==> src/rtl/mem_ctrl_if.sv <==
// mem_ctrl_if: the core's fetch and data ports plus the 8-bit external memory bus.
interface mem_ctrl_if;
    logic        if_req_i;
    logic [31:0] if_addr_i;
    logic [31:0] if_data_o;
    logic        if_done_o;
    logic        me_req_i;
    logic        me_we_i;
    logic [31:0] me_addr_i;
    logic [31:0] me_wdata_i;
    logic [3:0]  me_sel_i;
    logic [31:0] me_rdata_o;
    logic        me_done_o;
    logic [31:0] mem_a_o;
    logic [7:0]  mem_dout_o;
    logic        mem_wr_o;
    logic [7:0]  mem_din_i;

    // Core plus external memory side.
    modport master (
        output if_req_i, if_addr_i, me_req_i, me_we_i, me_addr_i, me_wdata_i, me_sel_i,
        output mem_din_i,
        input  if_data_o, if_done_o, me_rdata_o, me_done_o, mem_a_o, mem_dout_o, mem_wr_o
    );

    // Controller side.
    modport slave (
        input  if_req_i, if_addr_i, me_req_i, me_we_i, me_addr_i, me_wdata_i, me_sel_i,
        input  mem_din_i,
        output if_data_o, if_done_o, me_rdata_o, me_done_o, mem_a_o, mem_dout_o, mem_wr_o
    );
endinterface

==> src/rtl/mem_ctrl.sv <==
// mem_ctrl: serialises 32-bit fetch/data accesses into byte transfers on an 8-bit bus.
// ME has priority over IF; read data returns one cycle after its address.
module mem_ctrl (
    input logic       clk,
    input logic       rst,
    mem_ctrl_if.slave bus
);
    typedef enum logic [2:0] {StIdle, StIfRd, StMeRd, StMeWr, StDone} state_e;

    state_e      state_q;
    logic [1:0]  cnt_q;    // index of the byte address currently driven
    logic [2:0]  n_q;      // transfer length in bytes
    logic        tail_q;   // all addresses issued, last read byte arriving
    logic [31:0] base_q;
    logic [31:0] wdata_q;
    logic [31:0] buf_q;    // read word under assembly
    logic [3:0]  sel_q;

    logic [3:0]  me_sel_eff;
    logic [2:0]  me_len;
    logic [1:0]  cnt_nxt;
    logic [1:0]  rd_idx;
    logic [31:0] buf_d;
    logic        last_addr;
    logic        if_abort;

    // Decode ME request: empty select means full word; length runs to the highest lane.
    always_comb begin
        me_sel_eff = (bus.me_sel_i == 4'b0000) ? 4'b1111 : bus.me_sel_i;
        me_len     = 3'd1;
        for (int k = 1; k < 4; k++) begin
            if (me_sel_eff[k]) me_len = 3'(k + 1);
        end
    end

    // Byte arriving now belongs to the address driven one cycle earlier.
    always_comb begin
        cnt_nxt   = cnt_q + 2'd1;
        last_addr = ({1'b0, cnt_q} == n_q - 3'd1);
        rd_idx    = tail_q ? 2'(n_q - 3'd1) : cnt_q - 2'd1;
        buf_d     = buf_q;
        for (int k = 0; k < 4; k++) begin
            if (2'(k) == rd_idx) buf_d[8*k +: 8] = bus.mem_din_i;
        end
        if_abort  = !bus.if_req_i || (bus.if_addr_i != base_q);
    end

    // Access FSM with all bus and port outputs registered.
    always_ff @(posedge clk) begin
        if (rst) begin
            state_q        <= StIdle;
            cnt_q          <= 2'd0;
            n_q            <= 3'd0;
            tail_q         <= 1'b0;
            base_q         <= 32'd0;
            wdata_q        <= 32'd0;
            buf_q          <= 32'd0;
            sel_q          <= 4'd0;
            bus.if_data_o  <= 32'd0;
            bus.if_done_o  <= 1'b0;
            bus.me_rdata_o <= 32'd0;
            bus.me_done_o  <= 1'b0;
            bus.mem_a_o    <= 32'd0;
            bus.mem_dout_o <= 8'd0;
            bus.mem_wr_o   <= 1'b0;
        end else begin
            bus.if_done_o <= 1'b0;
            bus.me_done_o <= 1'b0;
            bus.mem_wr_o  <= 1'b0;
            unique case (state_q)
                StIdle: begin
                    cnt_q  <= 2'd0;
                    tail_q <= 1'b0;
                    buf_q  <= 32'd0;
                    if (bus.me_req_i) begin
                        base_q      <= bus.me_addr_i;
                        wdata_q     <= bus.me_wdata_i;
                        sel_q       <= me_sel_eff;
                        n_q         <= me_len;
                        bus.mem_a_o <= bus.me_addr_i;
                        if (bus.me_we_i) begin
                            bus.mem_dout_o <= bus.me_wdata_i[7:0];
                            bus.mem_wr_o   <= me_sel_eff[0];
                            state_q        <= StMeWr;
                        end else begin
                            state_q <= StMeRd;
                        end
                    end else if (bus.if_req_i) begin
                        base_q      <= bus.if_addr_i;
                        sel_q       <= 4'b1111;
                        n_q         <= 3'd4;
                        bus.mem_a_o <= bus.if_addr_i;
                        state_q     <= StIfRd;
                    end
                end
                StIfRd, StMeRd: begin
                    // A dropped or redirected fetch is abandoned without a done pulse.
                    if (state_q == StIfRd && if_abort) begin
                        state_q <= StIdle;
                    end else begin
                        if (tail_q || cnt_q != 2'd0) buf_q <= buf_d;
                        if (tail_q) begin
                            if (state_q == StIfRd) begin
                                bus.if_data_o <= buf_d;
                                bus.if_done_o <= 1'b1;
                            end else begin
                                bus.me_rdata_o <= buf_d;
                                bus.me_done_o  <= 1'b1;
                            end
                            state_q <= StDone;
                        end else if (last_addr) begin
                            tail_q <= 1'b1;
                        end else begin
                            cnt_q       <= cnt_nxt;
                            bus.mem_a_o <= base_q + {30'd0, cnt_nxt};
                        end
                    end
                end
                StMeWr: begin
                    if (last_addr) begin
                        bus.me_done_o <= 1'b1;
                        state_q       <= StDone;
                    end else begin
                        cnt_q          <= cnt_nxt;
                        bus.mem_a_o    <= base_q + {30'd0, cnt_nxt};
                        bus.mem_dout_o <= wdata_q[{cnt_nxt, 3'b000} +: 8];
                        bus.mem_wr_o   <= sel_q[cnt_nxt];
                    end
                end
                StDone: begin
                    state_q <= StIdle;
                end
                default: begin
                    state_q <= StIdle;
                end
            endcase
        end
    end
endmodule

==> src/flat_wrapper.sv <==
// flat-port wrapper written by rule: the top's interface ports become plain ports
module mem_ctrl_flat 
  (clk, rst, bus_if_req_i, bus_if_addr_i, bus_me_req_i, bus_me_we_i, bus_me_addr_i, bus_me_wdata_i, bus_me_sel_i, bus_mem_din_i, bus_if_data_o, bus_if_done_o, bus_me_rdata_o, bus_me_done_o, bus_mem_a_o, bus_mem_dout_o, bus_mem_wr_o);
  mem_ctrl_if bus_i ();
  input logic clk;
  input logic rst;
  input wire logic [$bits(bus_i.if_req_i)-1:0] bus_if_req_i;
  input wire logic [$bits(bus_i.if_addr_i)-1:0] bus_if_addr_i;
  input wire logic [$bits(bus_i.me_req_i)-1:0] bus_me_req_i;
  input wire logic [$bits(bus_i.me_we_i)-1:0] bus_me_we_i;
  input wire logic [$bits(bus_i.me_addr_i)-1:0] bus_me_addr_i;
  input wire logic [$bits(bus_i.me_wdata_i)-1:0] bus_me_wdata_i;
  input wire logic [$bits(bus_i.me_sel_i)-1:0] bus_me_sel_i;
  input wire logic [$bits(bus_i.mem_din_i)-1:0] bus_mem_din_i;
  output wire logic [$bits(bus_i.if_data_o)-1:0] bus_if_data_o;
  output wire logic [$bits(bus_i.if_done_o)-1:0] bus_if_done_o;
  output wire logic [$bits(bus_i.me_rdata_o)-1:0] bus_me_rdata_o;
  output wire logic [$bits(bus_i.me_done_o)-1:0] bus_me_done_o;
  output wire logic [$bits(bus_i.mem_a_o)-1:0] bus_mem_a_o;
  output wire logic [$bits(bus_i.mem_dout_o)-1:0] bus_mem_dout_o;
  output wire logic [$bits(bus_i.mem_wr_o)-1:0] bus_mem_wr_o;
  assign bus_i.if_req_i = bus_if_req_i;
  assign bus_i.if_addr_i = bus_if_addr_i;
  assign bus_i.me_req_i = bus_me_req_i;
  assign bus_i.me_we_i = bus_me_we_i;
  assign bus_i.me_addr_i = bus_me_addr_i;
  assign bus_i.me_wdata_i = bus_me_wdata_i;
  assign bus_i.me_sel_i = bus_me_sel_i;
  assign bus_i.mem_din_i = bus_mem_din_i;
  assign bus_if_data_o = bus_i.if_data_o;
  assign bus_if_done_o = bus_i.if_done_o;
  assign bus_me_rdata_o = bus_i.me_rdata_o;
  assign bus_me_done_o = bus_i.me_done_o;
  assign bus_mem_a_o = bus_i.mem_a_o;
  assign bus_mem_dout_o = bus_i.mem_dout_o;
  assign bus_mem_wr_o = bus_i.mem_wr_o;
  mem_ctrl u_core (.clk(clk), .rst(rst), .bus(bus_i));
endmodule
==> config.mk <==
export PLATFORM = sky130hd
export DESIGN_NAME = mem_ctrl_flat
export DESIGN_NICKNAME = d
export VERILOG_FILES = /design/src/rtl/mem_ctrl_if.sv /design/src/rtl/mem_ctrl.sv /design/src/flat_wrapper.sv
export SDC_FILE = /design/constraint.sdc
export NUM_CORES = 1
export LEC_CHECK = 0
export CORE_MARGIN = 2
export CORE_UTILIZATION = 54
export CTS_CLUSTER_DIAMETER = 80
export DETAILED_ROUTE_END_ITERATION = 8
export DONT_BUFFER_PORTS = 1
export PLACE_DENSITY = 0.69
export SYNTH_ARGS = -nofsm -noshare
export SYNTH_HDL_FRONTEND = slang
export SYNTH_SLANG_ARGS = --single-unit
==> constraint.sdc <==
create_clock -name clk -period 3.8 [get_ports clk]
set_input_delay 0.76 -clock clk [delete_from_list [all_inputs] [get_ports clk]]
set_output_delay 0.76 -clock clk [all_outputs]
set_load 0.01 [all_outputs]
### Word-level counts from Yosys, hierarchy flattened

Cells that the tools add are included.
Widths: inputs -> output; s select.

* flip-flop bits (word level): 216

* add/subtract/negate cells: 4
* $lt $le $gt $ge: 1
* equal/unequal tests: 17
* shift operators: 1
* muxes and demuxes: 52
* bitwise logic cells: 4
* reductions and logical operators: 24

Operators by type and width (number)
* $mux 32: 7
* $pmux 32 s3: 1
* $pmux 32 s2: 1
* $mux 8: 7
* $add 32x2->32: 1
* $ne 32x32->1: 1
* $shiftx 32x6->8: 1
* $mux 3: 8
* $pmux 8 s2: 1
* $reduce_and 4->1: 4
* $mux 1: 12
* $mux 2: 6
* $mux 4: 3
* $ne 2x2->1 const B: 5
* $pmux 3 s3: 1
* $reduce_and 3->1: 3
* $reduce_bool 2->1: 4
* $eq 3x2->1 const B: 2
* $pmux 1 s2: 3
* $pmux 2 s3: 1
* $reduce_and 2->1: 3
* $eq 2x2->1 const A: 2
* $logic_not 4->1: 1
* $ne 2x1->1 const B: 2
* other kinds (19): 23

### Depth between registers and ports, before layout

* word-level depth: 7
* mapped depth: 11
* depth with buffers taken out: 9

### Worst setup path before layout

No wires, ideal clock.

* path type: input to register
* from: input port bus_if_addr_i[31]
* to: register u_core.bus.mem_a_o[2]
* library setup time: 0.123 ns
* data arrival time: 2.764 ns
* setup slack: 0.913 ns
* stages on the path: 8
* path buffers: 2
* cells stage by stage: xnor2_1 > nand4_1 > or4_1 > or4b_1 > a211o_1 > buf_6 > buf_12 > mux2i_1

* word-level cells in the longest chain between the ends: 5

RTL lines
* start: declaration: line flat_wrapper.sv:8 `input wire logic [$bits(bus_i.if_addr_i)-1:0] bus_if_addr_i;`
* $ne 32x32->1: line mem_ctrl.sv:45 `if_abort = !bus.if_req_i || (bus.if_addr_i != base_q);`
* $logic_or 1x1->1: line mem_ctrl.sv:45
* $logic_and 1x1->1: line mem_ctrl.sv:98 `if (state_q == StIfRd && if_abort) begin`
* $ne 2x2->1 (no source line)
* $reduce_and 4->1 (no source line)
* end signal: assignment: line mem_ctrl.sv:92 `bus.mem_a_o <= bus.if_addr_i;`
* end signal: assignment: line mem_ctrl.sv:115 `bus.mem_a_o <= base_q + {30'd0, cnt_nxt};`
* end signal: assignment: line mem_ctrl.sv:125 `bus.mem_a_o <= base_q + {30'd0, cnt_nxt};`
* end: declaration: line mem_ctrl_if.sv:30 `output if_data_o, if_done_o, me_rdata_o, me_done_o, mem_a_o, mem_dout_o, mem_wr_o`

Every way passes these cells.
A chain may end at the register's enable or synchronous reset.

### Final worst setup path

* from: register u_core.base_q[3]
* to: register u_core.bus.mem_a_o[25]

* word-level cells in the longest chain between the ends: 5
* elaborated cells on any way between the ends: 10
* those cells by class: 1 x add/sub; 2 x eq/ne; 4 x mux; 3 x reduce/logical

RTL lines
* start: declaration: line mem_ctrl.sv:14 `logic [31:0] base_q;`
* start signal: assignment: line mem_ctrl.sv:76 `base_q <= bus.me_addr_i;`
* start signal: assignment: line mem_ctrl.sv:89 `base_q <= bus.if_addr_i;`
* $add 32x2->32 / $ne 32x32->1 (equally long branches): line mem_ctrl.sv:115, mem_ctrl.sv:125, mem_ctrl.sv:45
* $mux 32 / $logic_or 1x1->1 (equally long branches): line mem_ctrl.sv:111, mem_ctrl.sv:120, mem_ctrl.sv:45
* $mux 32 / $logic_and 1x1->1 (equally long branches): line mem_ctrl.sv:102, mem_ctrl.sv:98
* $mux 32 / $ne 2x2->1 (equally long branches)
* $pmux 32 s3 / $reduce_and 4->1 (equally long branches)
* end signal: assignment: line mem_ctrl.sv:80 `bus.mem_a_o <= bus.me_addr_i;`
* end signal: assignment: line mem_ctrl.sv:115
* end signal: assignment: line mem_ctrl.sv:125

Several ways; a longest one is shown, not always the timed one. The select of a mux whose other input is x is not followed.

==> impl_results.md <==
- Worst hold-check path type: in -> reg
- Initial core utilization: 55.0%
- Initial antenna violation count: 0
- DRT iter0 DRCs: 403
- Core Region: 0.0187 mm2
- Clk root buf: clkbuf_16
- Layout cells sized above 1: 6.51%
- Crit end category: flop
- Syn nets: 1252
- Fin Hold WS: 324 ps
- First-pass DRT Iterations: 5
- Fmax: 334 MHz
- Cell taking the most area after synthesis: dfxtp_1
- Clock sink count: 215
- WL met3: 1.88 mm
- Dpl hpwl: 17.6 mm
- Async S/R FF share, synth: 0%
- CP Max Fanout: 20
- Post-synthesis instance area: 0.0103 mm2
- Total power: 0.00577 W
- Buf+Inv Stages, Crit Path: 1
- Reg clk slew, reported paths: 60 ps
- CP delay by family, top: simple AND/OR/NAND/NOR gates
- Avg WL per Cell: 20.0 um
- Row Count: 50
- Status: finished, final reports clean
- Ys Warns: 0
- Share of the synthesized area in the top cell type: 41.9%
- Period minus WS final: 3000 ps
- CTS max path bufs: 3
- Antenna Nets Post-Route: 0
- Antenna cells: 0
- Pwr dens: 525 mW/mm2
- Residual DRC count: 0
- Vias in the first global route: 7570
- Mean Syn Cell Area: 9.07 um2
- Reg2reg setup slack: 800 ps
- Maximum vdd drop: 0.383 mV
- Arrival time at the worst endpoint: 3380 ps
- Pin count of the biggest net entering global routing: 164
- Hold path depth: 1
- Synth top cells by count: dfxtp_1, nand2_1, mux2i_1
- GRT Total Usage: 25.3%
- WL met2: 12.0 mm
- Setup WS pre-CTS: 473 ps
- Clock skew: 17.8 ps
- Chip width: 142 um
- Seq/Total Area, Yosys: 41.9%
- Setup WS post-layout: 805 ps
- First-pass GRT wire length: 41.3 mm
- Startpoint Class: flop
- Worst path max stage delay: 610 ps
- Number of synthesized flops with an enable pin: 0
- Req. time, crit path: 4180 ps
- Area Overhead vs Synth: 6.77%
- R2R Path End: u_core.bus.mem_a_o[25]
- Vias: 8162
- Placed cells: 1269
- Hold path endpoint: u_core.bus.me_rdata_o[18]
- CTS tree: built
- CTS Buf Count: 23
- Drt total wl: 26.1 mm
- Later-pin clock latency in the skew report: 510 ps
- Final setup viols: 0
- Total gr overflow: 0
- Worst path slowest cell: or4_1
- Critical hold path startpoint: rst
- Die ar.: 0.0202 mm2
- Area of the multi-input gates: 0.00548 mm2
- Most numerous cell in the Yosys netlist: dfxtp_1
- Hold_buf cts: 0
- Port-buffer cells: 0
- Top_reg_cell synth: dfxtp_1
- Top sig layer: met4
- Netlist cell types: 49
- FF+latch count, synth: 215
- Post-cts sizing count: 0
- Fillcell total: 1686
- Post-layout nets: 1178
- Htree depth: 1
- RSZ-0062 raised after global routing: no
- Reg2Reg Launch Point: u_core.base_q[3]
- Setup TNS: 0 ps
- Worst reg2reg path depth: 7
- Gpl congestion: 0.902
- Period utilisation layout: 78.8%
- Chip Height: 142 um
- Crit Path Class: reg -> reg
- Finished Layout Cells: 1309
- Post-Syn Instances: 1134
- DR vias/cell: 6.24
- Largest cells by area after synthesis: dfxtp_1, mux2i_1, a211oi_1
- Slew HR: 23.3%
- Post-CTS Setup Repair Bufs: 0
- Storage cell area: 0.00430 mm2
- Hold Vio Cnt, Final: 0
- Number of max-cap violations: 0
- Cells along the critical path: xnor2_1 > nand4_1 > or4_1 > or4b_1 > a211o_2 > buf_4 > mux2i_1
- Leakage power: 3.87 nW
- Top Ports: 220
- Max Slew Vio Count: 0
- Worst-Margin Slew: 1150 ps
- DRT met1 WL: 11.6 mm
==> area by class of cell <==
class / count / share of cell area [%]
sequential: 215 / 39.2
clock buffer: 33 / 5.95
inverter: 7 / 0.251
timing repair buffer: 14 / 1.19
tap: 234 / 2.67
clock inverter: 7 / 0.832
multi-input combinational: 799 / 49.9
==> how the worst max path moves through the flow <==
stage / endpoint / from / slack (ps) / depth (start not counted)
finish: u_core.bus.mem_a_o[25] / u_core.base_q[3] / 800 / 7
global route: u_core.bus.mem_a_o[25] / u_core.n_q[0] / 670 / 9
detailed placement: u_core.bus.mem_a_o[24] / bus_if_addr_i[3] / 470 / 7
global placement: u_core.bus.mem_a_o[22] / bus_if_addr_i[3] / 510 / 7
floorplan: u_core.bus.mem_a_o[2] / bus_if_addr_i[31] / 910 / 8
CTS: u_core.bus.mem_a_o[12] / u_core.base_q[3] / 840 / 7
==> cell usage in the layout, fill, tap and decap left out, types with 6 or more instances in the layout <==
master	Yosys	routed
a21oi_1	65	65
clkbuf_16	0	23
and4_1	7	7
o21ai_0	21	20
a32o_1	33	33
mux4_2	9	9
clkbuf_1	96	6
nor3_1	14	14
nand2b_1	9	7
dfxtp_1	215	215
mux2i_1	106	106
and3_1	6	6
o211ai_1	48	48
o41ai_1	32	32
nand2_1	136	136
nor4_1	11	11
nor2_1	88	87
xor2_1	24	24
inv_1	7	6
nand3_1	19	19
buf_4	0	12
a211oi_1	73	73
nand4_1	16	16
xnor2_1	39	39
==> cell families after synthesis <==
group / after synthesis / synth area share, %
multiplexers: 115 / 12.3
adder cells (fa/ha/maj): 5 / 0.681
XOR/XNOR: 64 / 5.52
buffers and inverters: 120 / 5.07
AO/OA/AOI/OAI: 289 / 20.3
AND/OR/NAND/NOR: 326 / 14.3
flip-flops: 215 / 41.9
==> metrics by stage <==
| step | util [%] | area, um2 |
|---|---|---|
| CTS | 58.7 | 11000 |
| floorplan | - | 10300 |
| global placement | 54.7 | 10200 |
| finish | 58.7 | 11000 |
| detailed placement | 54.7 | 10200 |
| global route | 58.7 | 11000 |
==> power by group <==
group          switching [W]  internal, W  total [W]  leakage [nW]
Clock               0.000896      0.00133    0.00222         0.364
Sequential          0.000202      0.00243    0.00263          1.76
Combinational       0.000530     0.000379   0.000909          1.75
Total                0.00163      0.00414    0.00577          3.87
==> sequential cells by signal (all words and copies together), names as in the netlist, 2 cells and up <==
name,count
u_core.state_q,3
u_core.bus.mem_dout_o,8
u_core.wdata_q,32
u_core.bus.mem_a_o,32
u_core.buf_q,32
u_core.cnt_q,2
u_core.bus.if_data_o,32
u_core.bus.me_rdata_o,32
u_core.n_q,2
u_core.sel_q,4
u_core.base_q,32
==> routing by layer <==
layer	GRT usage [%]	vias up
li1	-	4012
met1	34.8	3853
met2	39.8	249
met3	5.69	48
met4	7.47	0
met5	0	-
(Power assumes the default switching activity.)
